<file path="config.mk">
export PLATFORM = sky130hd
export DESIGN_NAME = vector_operand_packer_flat
export DESIGN_NICKNAME = d
export VERILOG_FILES = /design/src/rtl/vector_operand_packer_pkg.sv /design/src/rtl/vector_operand_packer_if.sv /design/src/rtl/vector_operand_packer.sv /design/src/flat_wrapper.sv
export SDC_FILE = /design/constraint.sdc
export NUM_CORES = 1
export LEC_CHECK = 0
export BUFFER_PORTS_ARGS = -buffer_cell sky130_fd_sc_hd__buf_2
export CORE_UTILIZATION = 51
export DETAILED_ROUTE_END_ITERATION = 8
export GPL_ROUTABILITY_DRIVEN = 0
export GPL_TIMING_DRIVEN = 0
export PLACE_DENSITY_LB_ADDON = 0.12
export SYNTH_ARGS = -nofsm -noshare
export SYNTH_HDL_FRONTEND = slang
export SYNTH_SLANG_ARGS = --single-unit
</file>
<file path="constraint.sdc">
create_clock -name clk -period 1.5 [get_ports clk]
set_input_delay 0.075 -clock clk [delete_from_list [all_inputs] [get_ports clk]]
set_output_delay 0.075 -clock clk [all_outputs]
set_load 0.02 [all_outputs]
</file>
<file path="src/rtl/vector_operand_packer_pkg.sv">
// ---------------------------------------------------------------------------
// vector_operand_packer_pkg
//   Shared definitions for the vector operand packer: the float element
//   width, the encoding of a padded (zero) lane, the two FSM states and
//   small helpers that size the lane index and length fields from VLEN.
//   No ports; imported by the interface and the packer itself.
// ---------------------------------------------------------------------------
package vector_operand_packer_pkg;

   localparam int          FLOAT_W = 32;
   localparam logic [31:0] FP_ZERO = 32'h0000_0000;

   typedef enum logic {
      ST_FILL = 1'b0,
      ST_HOLD = 1'b1
   } packerState_e;

   // Lane index width; VLEN=1 still needs a one-bit index register.
   function automatic int idxWidth(input int vlen);
      return (vlen > 1) ? $clog2(vlen) : 1;
   endfunction

   // Length field must be able to hold the value VLEN itself.
   function automatic int lenWidth(input int vlen);
      return $clog2(vlen + 1);
   endfunction

endpackage

</file>
<file path="src/rtl/vector_operand_packer_if.sv">
// ---------------------------------------------------------------------------
// vector_operand_packer_if
//   Bundles the input element stream and the packed output vector stream of
//   the vector operand packer.
//   Signals:
//     in_valid / in_ready   element pair handshake
//     in_a, in_b            one float32 element of A and of B
//     in_last               final pair of a short vector (zero-pad builds)
//     out_valid / out_ready packed vector handshake
//     out_a, out_b          packed vectors, element i in bits [32*i +: 32]
//     out_len               number of loaded elements
//   Modports:
//     master  producer/consumer side (drives in_*, out_ready)
//     slave   the packer (drives in_ready, out_*)
// ---------------------------------------------------------------------------
interface vector_operand_packer_if #(
   parameter int VLEN = 4
);
   import vector_operand_packer_pkg::*;

   localparam int CW = lenWidth(VLEN);

   logic                      in_valid;
   logic                      in_ready;
   logic [FLOAT_W-1:0]        in_a;
   logic [FLOAT_W-1:0]        in_b;
   logic                      in_last;
   logic                      out_valid;
   logic                      out_ready;
   logic [FLOAT_W*VLEN-1:0]   out_a;
   logic [FLOAT_W*VLEN-1:0]   out_b;
   logic [CW-1:0]             out_len;

   modport master (
      output in_valid, in_a, in_b, in_last, out_ready,
      input  in_ready, out_valid, out_a, out_b, out_len
   );

   modport slave (
      input  in_valid, in_a, in_b, in_last, out_ready,
      output in_ready, out_valid, out_a, out_b, out_len
   );

endinterface

</file>
<file path="src/rtl/vector_operand_packer.sv">
// ---------------------------------------------------------------------------
// vector_operand_packer
//   Upstream feeder for the combinational dot-product stage. Collects one
//   (A,B) float32 pair per accepted beat into lane idx, and once VLEN lanes
//   are loaded presents the packed A/B vectors, held stable, until the
//   consumer takes them. Payload bits are never interpreted.
//   Ports:
//     clk    rising-edge clock
//     rst_n  synchronous active-low reset
//     bus    vector_operand_packer_if.slave (element stream in, vector out)
//   Parameters:
//     VLEN   elements per vector (>= 1), must match the dot-product stage
//   Build option:
//     ZERO_PAD_EN  when defined, an accepted beat with in_last=1 ends the
//                  vector early and zero-fills the unused upper lanes.
//                  When undefined, in_last is ignored.
// ---------------------------------------------------------------------------
module vector_operand_packer
   import vector_operand_packer_pkg::*;
#(
   parameter int VLEN = 4
) (
   input  logic                     clk,
   input  logic                     rst_n,
   vector_operand_packer_if.slave   bus
);

   localparam int             IW       = idxWidth(VLEN);
   localparam int             CW       = lenWidth(VLEN);
   localparam logic [IW-1:0]  LAST_IDX = IW'(VLEN - 1);

   packerState_e              state_q, state_d;
   logic [IW-1:0]             idx_q, idx_d;
   logic [CW-1:0]             len_q, len_d;
   logic [FLOAT_W-1:0]        laneA_q [VLEN];
   logic [FLOAT_W-1:0]        laneA_d [VLEN];
   logic [FLOAT_W-1:0]        laneB_q [VLEN];
   logic [FLOAT_W-1:0]        laneB_d [VLEN];
   logic [VLEN-1:0]           laneSel;
   logic                      accept;
   logic [FLOAT_W*VLEN-1:0]   packA;
   logic [FLOAT_W*VLEN-1:0]   packB;

   // Handshake outputs depend only on the registered state, so there is
   // no combinational path from in_valid back to in_ready.
   assign bus.in_ready  = (state_q == ST_FILL);
   assign bus.out_valid = (state_q == ST_HOLD);
   assign accept        = bus.in_valid && bus.in_ready;

`ifndef ZERO_PAD_EN
   // in_last has no meaning when short vectors are not supported.
   logic unusedLast;
   assign unusedLast = bus.in_last;
`endif

   // One-hot decode of the fill index into per-lane write enables.
   always_comb begin
      laneSel = '0;
      for (int i = 0; i < VLEN; i++) begin
         laneSel[i] = (idx_q == IW'(i));
      end
   end

   // Next-state logic. In FILL each accepted beat lands in the selected
   // lane; the beat into the last lane (or, with zero padding, a beat
   // flagged in_last) closes the vector and moves to HOLD. In HOLD nothing
   // changes until the consumer takes the vector. idx stays on the last
   // loaded lane during HOLD and is cleared on the take, so it never wraps.
   always_comb begin
      state_d = state_q;
      idx_d   = idx_q;
      len_d   = len_q;
      laneA_d = laneA_q;
      laneB_d = laneB_q;

      case (state_q)
         ST_FILL: begin
            if (accept) begin
               for (int i = 0; i < VLEN; i++) begin
                  if (laneSel[i]) begin
                     laneA_d[i] = bus.in_a;
                     laneB_d[i] = bus.in_b;
                  end
               end
               if (idx_q == LAST_IDX) begin
                  state_d = ST_HOLD;
                  len_d   = CW'(VLEN);
               end
`ifdef ZERO_PAD_EN
               else if (bus.in_last) begin
                  for (int i = 0; i < VLEN; i++) begin
                     if (i > int'(idx_q)) begin
                        laneA_d[i] = FP_ZERO;
                        laneB_d[i] = FP_ZERO;
                     end
                  end
                  state_d = ST_HOLD;
                  len_d   = CW'(idx_q) + CW'(1);
               end
`endif
               else begin
                  idx_d = idx_q + IW'(1);
               end
            end
         end
         ST_HOLD: begin
            if (bus.out_ready) begin
               state_d = ST_FILL;
               idx_d   = '0;
            end
         end
         default: begin
            state_d = ST_FILL;
            idx_d   = '0;
         end
      endcase
   end

   // State and lane registers. Reset wins over any handshake in the same
   // cycle and discards a partially filled vector.
   always_ff @(posedge clk) begin
      if (!rst_n) begin
         state_q <= ST_FILL;
         idx_q   <= '0;
         len_q   <= '0;
         for (int i = 0; i < VLEN; i++) begin
            laneA_q[i] <= FP_ZERO;
            laneB_q[i] <= FP_ZERO;
         end
      end else begin
         state_q <= state_d;
         idx_q   <= idx_d;
         len_q   <= len_d;
         laneA_q <= laneA_d;
         laneB_q <= laneB_d;
      end
   end

   // Flatten the lane registers into the packed output buses,
   // element 0 in the least significant word.
   always_comb begin
      packA = '0;
      packB = '0;
      for (int i = 0; i < VLEN; i++) begin
         packA[i*FLOAT_W +: FLOAT_W] = laneA_q[i];
         packB[i*FLOAT_W +: FLOAT_W] = laneB_q[i];
      end
   end

   assign bus.out_a   = packA;
   assign bus.out_b   = packB;
   assign bus.out_len = len_q;

endmodule
</file>
<file path="src/flat_wrapper.sv">
// flat-port wrapper written by rule: the top's interface ports become plain ports
module vector_operand_packer_flat import vector_operand_packer_pkg::*;
#(
   parameter int VLEN = 4
)
  (clk, rst_n, bus_in_valid, bus_in_a, bus_in_b, bus_in_last, bus_out_ready, bus_in_ready, bus_out_valid, bus_out_a, bus_out_b, bus_out_len);
  vector_operand_packer_if #(.VLEN(VLEN)) bus_i ();
  input  logic clk;
  input  logic rst_n;
  input wire logic [$bits(bus_i.in_valid)-1:0] bus_in_valid;
  input wire logic [$bits(bus_i.in_a)-1:0] bus_in_a;
  input wire logic [$bits(bus_i.in_b)-1:0] bus_in_b;
  input wire logic [$bits(bus_i.in_last)-1:0] bus_in_last;
  input wire logic [$bits(bus_i.out_ready)-1:0] bus_out_ready;
  output wire logic [$bits(bus_i.in_ready)-1:0] bus_in_ready;
  output wire logic [$bits(bus_i.out_valid)-1:0] bus_out_valid;
  output wire logic [$bits(bus_i.out_a)-1:0] bus_out_a;
  output wire logic [$bits(bus_i.out_b)-1:0] bus_out_b;
  output wire logic [$bits(bus_i.out_len)-1:0] bus_out_len;
  assign bus_i.in_valid = bus_in_valid;
  assign bus_i.in_a = bus_in_a;
  assign bus_i.in_b = bus_in_b;
  assign bus_i.in_last = bus_in_last;
  assign bus_i.out_ready = bus_out_ready;
  assign bus_in_ready = bus_i.in_ready;
  assign bus_out_valid = bus_i.out_valid;
  assign bus_out_a = bus_i.out_a;
  assign bus_out_b = bus_i.out_b;
  assign bus_out_len = bus_i.out_len;
  vector_operand_packer #(.VLEN(VLEN)) u_core (.clk(clk), .rst_n(rst_n), .bus(bus_i));
endmodule
</file>
==> results of run 1 <==
-- power by group --
part	switching [mW]	internal, mW
Combinational	1.31	0.929
Sequential	0.138	7.18
Clock	2.81	4.38
-- area by class of cell --
cell class,count,area [um2],area share [%]
flip-flops and latches,260,5210,36.2
multi-input cells,794,4730,32.9
repair buffers,390,2280,15.9
clock buffers,39,833,5.80
plain buffers,89,826,5.75
well taps,270,338,2.35
clock inverters,13,146,1.02
inverters,3,11.3,0.0783
-- tightest hold or removal path, cell delays in order --
cell and delay (ns):
sky130_fd_sc_hd__buf_4 0.14, sky130_fd_sc_hd__nor3b_1 0.15, sky130_fd_sc_hd__nand3_1 0.07, sky130_fd_sc_hd__o21ai_0 0.07
-- what timing repair did --
item | in CTS | in global routing
endpoints found under the hold margin | 257 | 0
gates resized for setup | 20 | 24
pin swaps | 0 | 0
setup endpoints to repair | 138 | 150
setup buffers | 0 | 0
hold buffers | 65 | 0
gates cloned | 0 | 1
-- flip-flops by register name (all words and copies together) (netlist names) --
register and cells:
u_core.bus.out_a 128, u_core.bus.out_len 1, u_core.idx_q 2, u_core.bus.out_valid 1, u_core.bus.out_b 128
-- kinds of logic (layout without fill, tap and decap cells) --
| kind of cell | Yosys count | in the layout | synth area share [%] |
|---|---|---|---|
| flops | 260 | 260 | 48.9 |
| other cells | 1 | 2 | 0.0352 |
| compound gates | 261 | 261 | 24.7 |
| simple gates | 527 | 527 | 19.1 |
| fa+ha+maj | 4 | 4 | 0.470 |
| buf+inv | 92 | 534 | 6.84 |
-- final timing paths --
| check | to | slack (ns) | depth (start not counted) | start |
|---|---|---|---|---|
| max | u_core.bus.out_a[41] | 0.03 | 7 | u_core.idx_q[1] |
| max reg2reg | u_core.bus.out_a[41] | 0.03 | 7 | u_core.idx_q[1] |
| min reg2reg | u_core.bus.out_b[114] | 0.45 | 2 | u_core.bus.out_b[114] |
| min | u_core.idx_q[0] | 0.02 | 4 | bus_in_valid |
-- cell usage after synthesis (2+ instances only) --
library cell and instances:
sky130_fd_sc_hd__a21boi_0 23, sky130_fd_sc_hd__a21boi_1 55, sky130_fd_sc_hd__a21boi_2 180, sky130_fd_sc_hd__and3b_2 4, sky130_fd_sc_hd__buf_12 3, sky130_fd_sc_hd__buf_2 21, sky130_fd_sc_hd__buf_4 12, sky130_fd_sc_hd__buf_6 8
sky130_fd_sc_hd__buf_8 18, sky130_fd_sc_hd__clkbuf_1 27, sky130_fd_sc_hd__dfxtp_1 260, sky130_fd_sc_hd__ha_1 4, sky130_fd_sc_hd__inv_1 3, sky130_fd_sc_hd__nand2_1 514, sky130_fd_sc_hd__nand2b_1 2, sky130_fd_sc_hd__nand3_1 2
sky130_fd_sc_hd__nand3b_1 4, sky130_fd_sc_hd__o21ai_0 2
-- metal layers --
metal / track usage (%) / part of all wire (%) / vias up / wire, um
li1: - / - / 4514 / -
met2: 49.0 / 48 / 325 / 14900
met4: 9.11 / 2.9 / 0 / 911
met3: 6.66 / 7.5 / 62 / 2310
met1: 34.1 / 41 / 4368 / 12800
met5: 0 / 0 / - / 0
-- cell usage in the layout (no fill, tap or decap), types with 2 or more instances in the layout --
master	n
sky130_fd_sc_hd__nand2_1	514
sky130_fd_sc_hd__buf_2	327
sky130_fd_sc_hd__dfxtp_1	258
sky130_fd_sc_hd__a21boi_2	180
sky130_fd_sc_hd__dlygate4sd3_1	65
sky130_fd_sc_hd__a21boi_1	55
sky130_fd_sc_hd__clkbuf_1	30
sky130_fd_sc_hd__clkbuf_16	29
sky130_fd_sc_hd__a21boi_0	23
sky130_fd_sc_hd__buf_8	21
sky130_fd_sc_hd__buf_6	19
sky130_fd_sc_hd__buf_4	16
sky130_fd_sc_hd__clkinv_2	8
sky130_fd_sc_hd__clkbuf_8	7
sky130_fd_sc_hd__and3b_2	4
sky130_fd_sc_hd__nand3b_1	4
sky130_fd_sc_hd__inv_1	3
sky130_fd_sc_hd__buf_12	3
sky130_fd_sc_hd__ha_1	3
sky130_fd_sc_hd__bufinv_16	3
sky130_fd_sc_hd__nand2b_1	2
sky130_fd_sc_hd__nand3_1	2
sky130_fd_sc_hd__o21ai_0	2
sky130_fd_sc_hd__conb_1	2
-- metrics by stage --
stage,instances,cell area (um2),worst slack (ns)
6_report,1858,14400,0.0252
4_1_cts,1857,14300,0.000981
3_3_place_gp,1740,12600,-0.00651
2_1_floorplan,1146,10700,0.164
5_1_grt,1858,14400,-0.0298
3_5_place_dp,1740,12600,-0.0756
==> impl_summary.txt, run 1 <==
----------------------------------------------------
[Clock network]
  TritonCTS clock tree ... yes
  Latest clock arrival within the worst-skew pair ... 0.53 ns
  CTS Root Buffer Type ... sky130_fd_sc_hd__clkbuf_16
  Number of buffers added by the clock tree synthesis step ... 28
  Reg clk slew, reported paths ... 0.06 ns
  Clk sink count ... 260
  Buffer levels on the longest clock path ... 3
  # H-tree levels ... 1

[STA]
  Final clock skew ... 0.00919 ns
  Max Fclk ... 678 MHz
  Total negative slack ... 0 ns
  Worst hold slack ... 0.0170 ns
  Worst slew margin relative to its limit ... 62.3%
  Measured slew at the worst slew-check pin ... roughly 0.56 ns
  RSZ-0062 raised after global routing ... yes
  Time the worst path needs with I/O delays and setup ... 1.47 ns
  Count of endpoints failing hold in the final timing report ... 0
  Setup violators final ... 0
  Final clock period utilization by the worst path ... 98.3%
  Count of final max-slew check failures ... 0

[Worst setup path]
  Element type at the critical path start ... flop
  Cell family with most CP delay ... buffers and inverters
  Worst EP arrival ... 1.93 ns
  Largest stage delay, worst path ... ~0.38 ns
  CP required ... 1.96 ns
  Cell seen most often among critical-path stages ... sky130_fd_sc_hd__buf_4
  CP Capture Type ... flop
  Crit-path max FO ... 10
  Slowest stage cell, crit path ... sky130_fd_sc_hd__dfxtp_2
  Path type of the worst setup path ... flop to flop
  Worst path bufs/invs ... 3
  Cell-by-cell trace of the critical path ... inv_1 -> ha_1 -> nand3b_1 -> buf_4 -> buf_4 -> nand2_1 -> a21boi_2

[Yosys]
  Sequential area share after synthesis ... 48.9%
  Top flip-flop cell by instance count after synthesis ... sky130_fd_sc_hd__dfxtp_1
  Post-synth EDFFs ... 0
  Cell type with the largest total area after synthesis ... sky130_fd_sc_hd__dfxtp_1
  Synth top area share ... 48.9%
  Yosys warning count ... 0
  Cell area after synthesis ... between 10000 and 15000 um2
  Leading cell types by total area after synthesis ... sky130_fd_sc_hd__dfxtp_1 49%, sky130_fd_sc_hd__a21boi_2 19%, sky130_fd_sc_hd__nand2_1 18%
  Seq cells post-synth ... 260
  Synthesized netlist cell count ... 1145
  Asr flop ratio synth ... 0%
  Average cell area after synthesis ... roughly 9.3 um2
  Distinct cell type count after synthesis ... 21

[Detailed routing]
  Post-route ant nets ... 0
  Post-DR wirelength/cell ... 16.7 um
  First-iteration detailed-routing DRC count ... roughly 360
  Routed via count divided by cell count ... 4.99
  Via total after detailed routing ... 9269
  Routed wire length ... roughly 31000 um
  Drt first pass iters ... 4
  DRC violation count after routing ... 0

[Power and ir drop]
  Pleak ... 6.07 nW
  PD cells ... between 1000 and 1500 nW/um2
  Worst supply voltage drop on vdd ... 0.883 mV
  Power consumption ... 16.7 mW

[Floorplan]
  Starting density of the core ... 52.3%
  Horizontal extent of the die ... between 100 and 150 um
  Row count ... between 50 and 60
  Placeable core region ... 20400 um2
  Die footprint ... 21500 um2
  Y dimension of the die ... between 100 and 150 um
  # IOs ... 330

[Global routing]
  Maximum number of pins on one net before global-route repair ... 14
  Grt total ovfl ... 0
  Wire length of the first global-routing pass ... between 40000 and 50000 um
  Total routing usage reported by global routing ... ~28%
  Antenna violations before repair ... 0
  Number of global-route vias before repair ... 9079

[Final layout]
  Nets ... 1639
  Post-layout util ... 70.6%
  Number of inserted diodes ... 0
  Fraction of final layout cells sized beyond drive strength 1 ... 39.2%
  Number of fill cells ... 1661
  Layout overhead on the synthesized area ... 35.0%

[Placement]
  IO buf count ... 324
  Half-perimeter wire length of the detailed placement result ... 22000 um

[Outcome]
  Outcome ... completed

[Hold path]
  Path class of the lowest-slack min-delay path ... input pin to flop

[Job]
  # Max-Cap Violations ... 0

----------------------------------------------------
Power figures use the tool's default switching activity.
==> run 2: changes to the inputs <==
--- a/config.mk
+++ b/config.mk
@@ -10,7 +10,7 @@
 export DETAILED_ROUTE_END_ITERATION = 8
 export GPL_ROUTABILITY_DRIVEN = 0
 export GPL_TIMING_DRIVEN = 0
-export PLACE_DENSITY_LB_ADDON = 0.12
+export PLACE_DENSITY = 0.79
 export SYNTH_ARGS = -nofsm -noshare
 export SYNTH_HDL_FRONTEND = slang
 export SYNTH_SLANG_ARGS = --single-unit
==> impl_summary.txt, run 2 (same netlist as run 1, synthesis figures left out) <==
----------------------------------------------------
[Outcome]
  Outcome ... completed

[Detailed routing]
  Via total after detailed routing ... 9584
  Routed wire length ... 33500 um
  Post-route ant nets ... 0
  Post-DR wirelength/cell ... 18.0 um
  Drt first pass iters ... 5
  First-iteration detailed-routing DRC count ... between 400 and 500
  DRC violation count after routing ... 0
  Routed via count divided by cell count ... 5.14

[Floorplan]
  Die footprint ... around 21000 um2
  Row count ... 52
  Starting density of the core ... 52.3%
  Horizontal extent of the die ... 146 um
  Placeable core region ... 20400 um2
  # IOs ... 330
  Y dimension of the die ... roughly 150 um

[Global routing]
  Grt total ovfl ... 0
  Wire length of the first global-routing pass ... 50300 um
  Antenna violations before repair ... 0
  Maximum number of pins on one net before global-route repair ... 13
  Total routing usage reported by global routing ... 29.5%
  Number of global-route vias before repair ... 9440

[Power and ir drop]
  PD cells ... 1100 nW/um2
  Pleak ... 6.13 nW
  Worst supply voltage drop on vdd ... 1.07 mV
  Power consumption ... 15.9 mW

[STA]
  Time the worst path needs with I/O delays and setup ... 1.48 ns
  RSZ-0062 raised after global routing ... yes
  Final clock period utilization by the worst path ... 98.9%
  Setup violators final ... 0
  Worst slew margin relative to its limit ... 60.3%
  Final setup slack of the worst path ... 0.0160 ns
  Final clock skew ... around 0.016 ns
  Max Fclk ... 674 MHz
  Count of endpoints failing hold in the final timing report ... 0
  Measured slew at the worst slew-check pin ... 0.596 ns
  Count of final max-slew check failures ... 0
  Worst hold slack ... about 0.019 ns
  Total negative slack ... 0 ns

[Worst setup path]
  Path type of the worst setup path ... flop to flop
  Origin of the worst setup path ... u_core.idx_q[1]
  Element type at the critical path start ... flop
  Startpoint of the most critical register-to-register path ... u_core.idx_q[1]
  Endpoint of the most critical register-to-register path ... u_core.bus.out_a[58]
  Setup slack, reg-to-reg ... 0.02 ns
  Worst EP arrival ... approximately 1.9 ns
  Crit path capture ... u_core.bus.out_a[58]
  CP required ... 1.91 ns
  Reg2Reg Depth ... 8
  Crit-path max FO ... 10
  CP Capture Type ... flop

[Hold path]
  Worst hold path startpoint ... bus_in_valid
  Path class of the lowest-slack min-delay path ... input pin to flop
  WHS Path Cells ... 4

[Placement]
  Cell area after placement ... 12600 um2
  Half-perimeter wire length of the detailed placement result ... 22500 um
  Post-placement cell count ... about 1700
  Post-placement setup slack ... -0.110 ns
  IO buf count ... between 300 and 400

[Final layout]
  Most common library cell in the layout ignoring fill and taps ... sky130_fd_sc_hd__nand2_1
  Number of fill cells ... around 1500
  Commonest cells after routing, fill and taps aside ... 505 x sky130_fd_sc_hd__nand2_1, 328 x sky130_fd_sc_hd__buf_2, 258 x sky130_fd_sc_hd__dfxtp_1
  Post-layout util ... roughly 70%
  Nets ... 1652
  Number of inserted diodes ... 0
  Fraction of final layout cells sized beyond drive strength 1 ... around two fifths
  Final Non-Filler Cells ... 1865
  Layout overhead on the synthesized area ... 36.1%
  Post-route cell area ... around 14000 um2

[Job]
  # Max-Cap Violations ... 0

[Clock network]
  Number of buffers added by the clock tree synthesis step ... 27
  Clk sink count ... 260
  TritonCTS clock tree ... yes
  # H-tree levels ... 1
  Buffer levels on the longest clock path ... 3
  CTS Root Buffer Type ... sky130_fd_sc_hd__clkbuf_16
  Latest clock arrival within the worst-skew pair ... 0.53 ns
  Reg clk slew, reported paths ... 0.06 ns

----------------------------------------------------
## run 2: worst min path at each step
stage / to
global route: u_core.idx_q[0]
CTS: u_core.idx_q[0]
floorplan: u_core.bus.out_a[122]
finish: u_core.idx_q[1]
detailed placement: u_core.bus.out_a[115]
global placement: u_core.bus.out_b[112]
## run 2: final cells by class
class	instances	area, um2	area share (%)
sequential	260	5210	36.0
multi-input combinational	794	4740	32.7
timing repair buffer	405	2540	17.6
buffer	88	835	5.76
clock buffer	43	796	5.49
tap	270	338	2.33
inverter	3	11.3	0.0777
clock inverter	2	10.0	0.0691
## run 2: critical path, cell delays in order (launching register included)
cell                        delay, ns
sky130_fd_sc_hd__dfxtp_4         0.36
sky130_fd_sc_hd__inv_2           0.04
sky130_fd_sc_hd__ha_2            0.16
sky130_fd_sc_hd__and3b_2         0.24
sky130_fd_sc_hd__buf_12          0.13
sky130_fd_sc_hd__clkbuf_16       0.15
sky130_fd_sc_hd__buf_12          0.14
sky130_fd_sc_hd__nand2_1         0.08
sky130_fd_sc_hd__a21boi_2        0.04
## run 2: power breakdown
group | internal, mW | switching (mW)
Sequential | 7.18 | 0.141
Clock | 3.59 | 2.68
Combinational | 0.989 | 1.38
Total | 11.8 | 4.20
## run 2: per-layer routing
metal  track usage [%]  wire (um)  part of all wire, %  up-vias
met3              7.75       2680                  8.0       78
met4              10.9       1140                  3.4        0
met1              34.4      13200                   39     4532
met5                 0          0                    0        -
li1                  -          -                    -     4538
met2              51.9      16500                   49      436
## run 2: timing repair
action,in CTS,in global routing
gates cloned,0,8
setup endpoints to repair,144,224
hold buffers,65,0
pin swaps,0,4
gates resized for setup,19,42
setup buffers,1,7
hold endpoints to repair,257,0
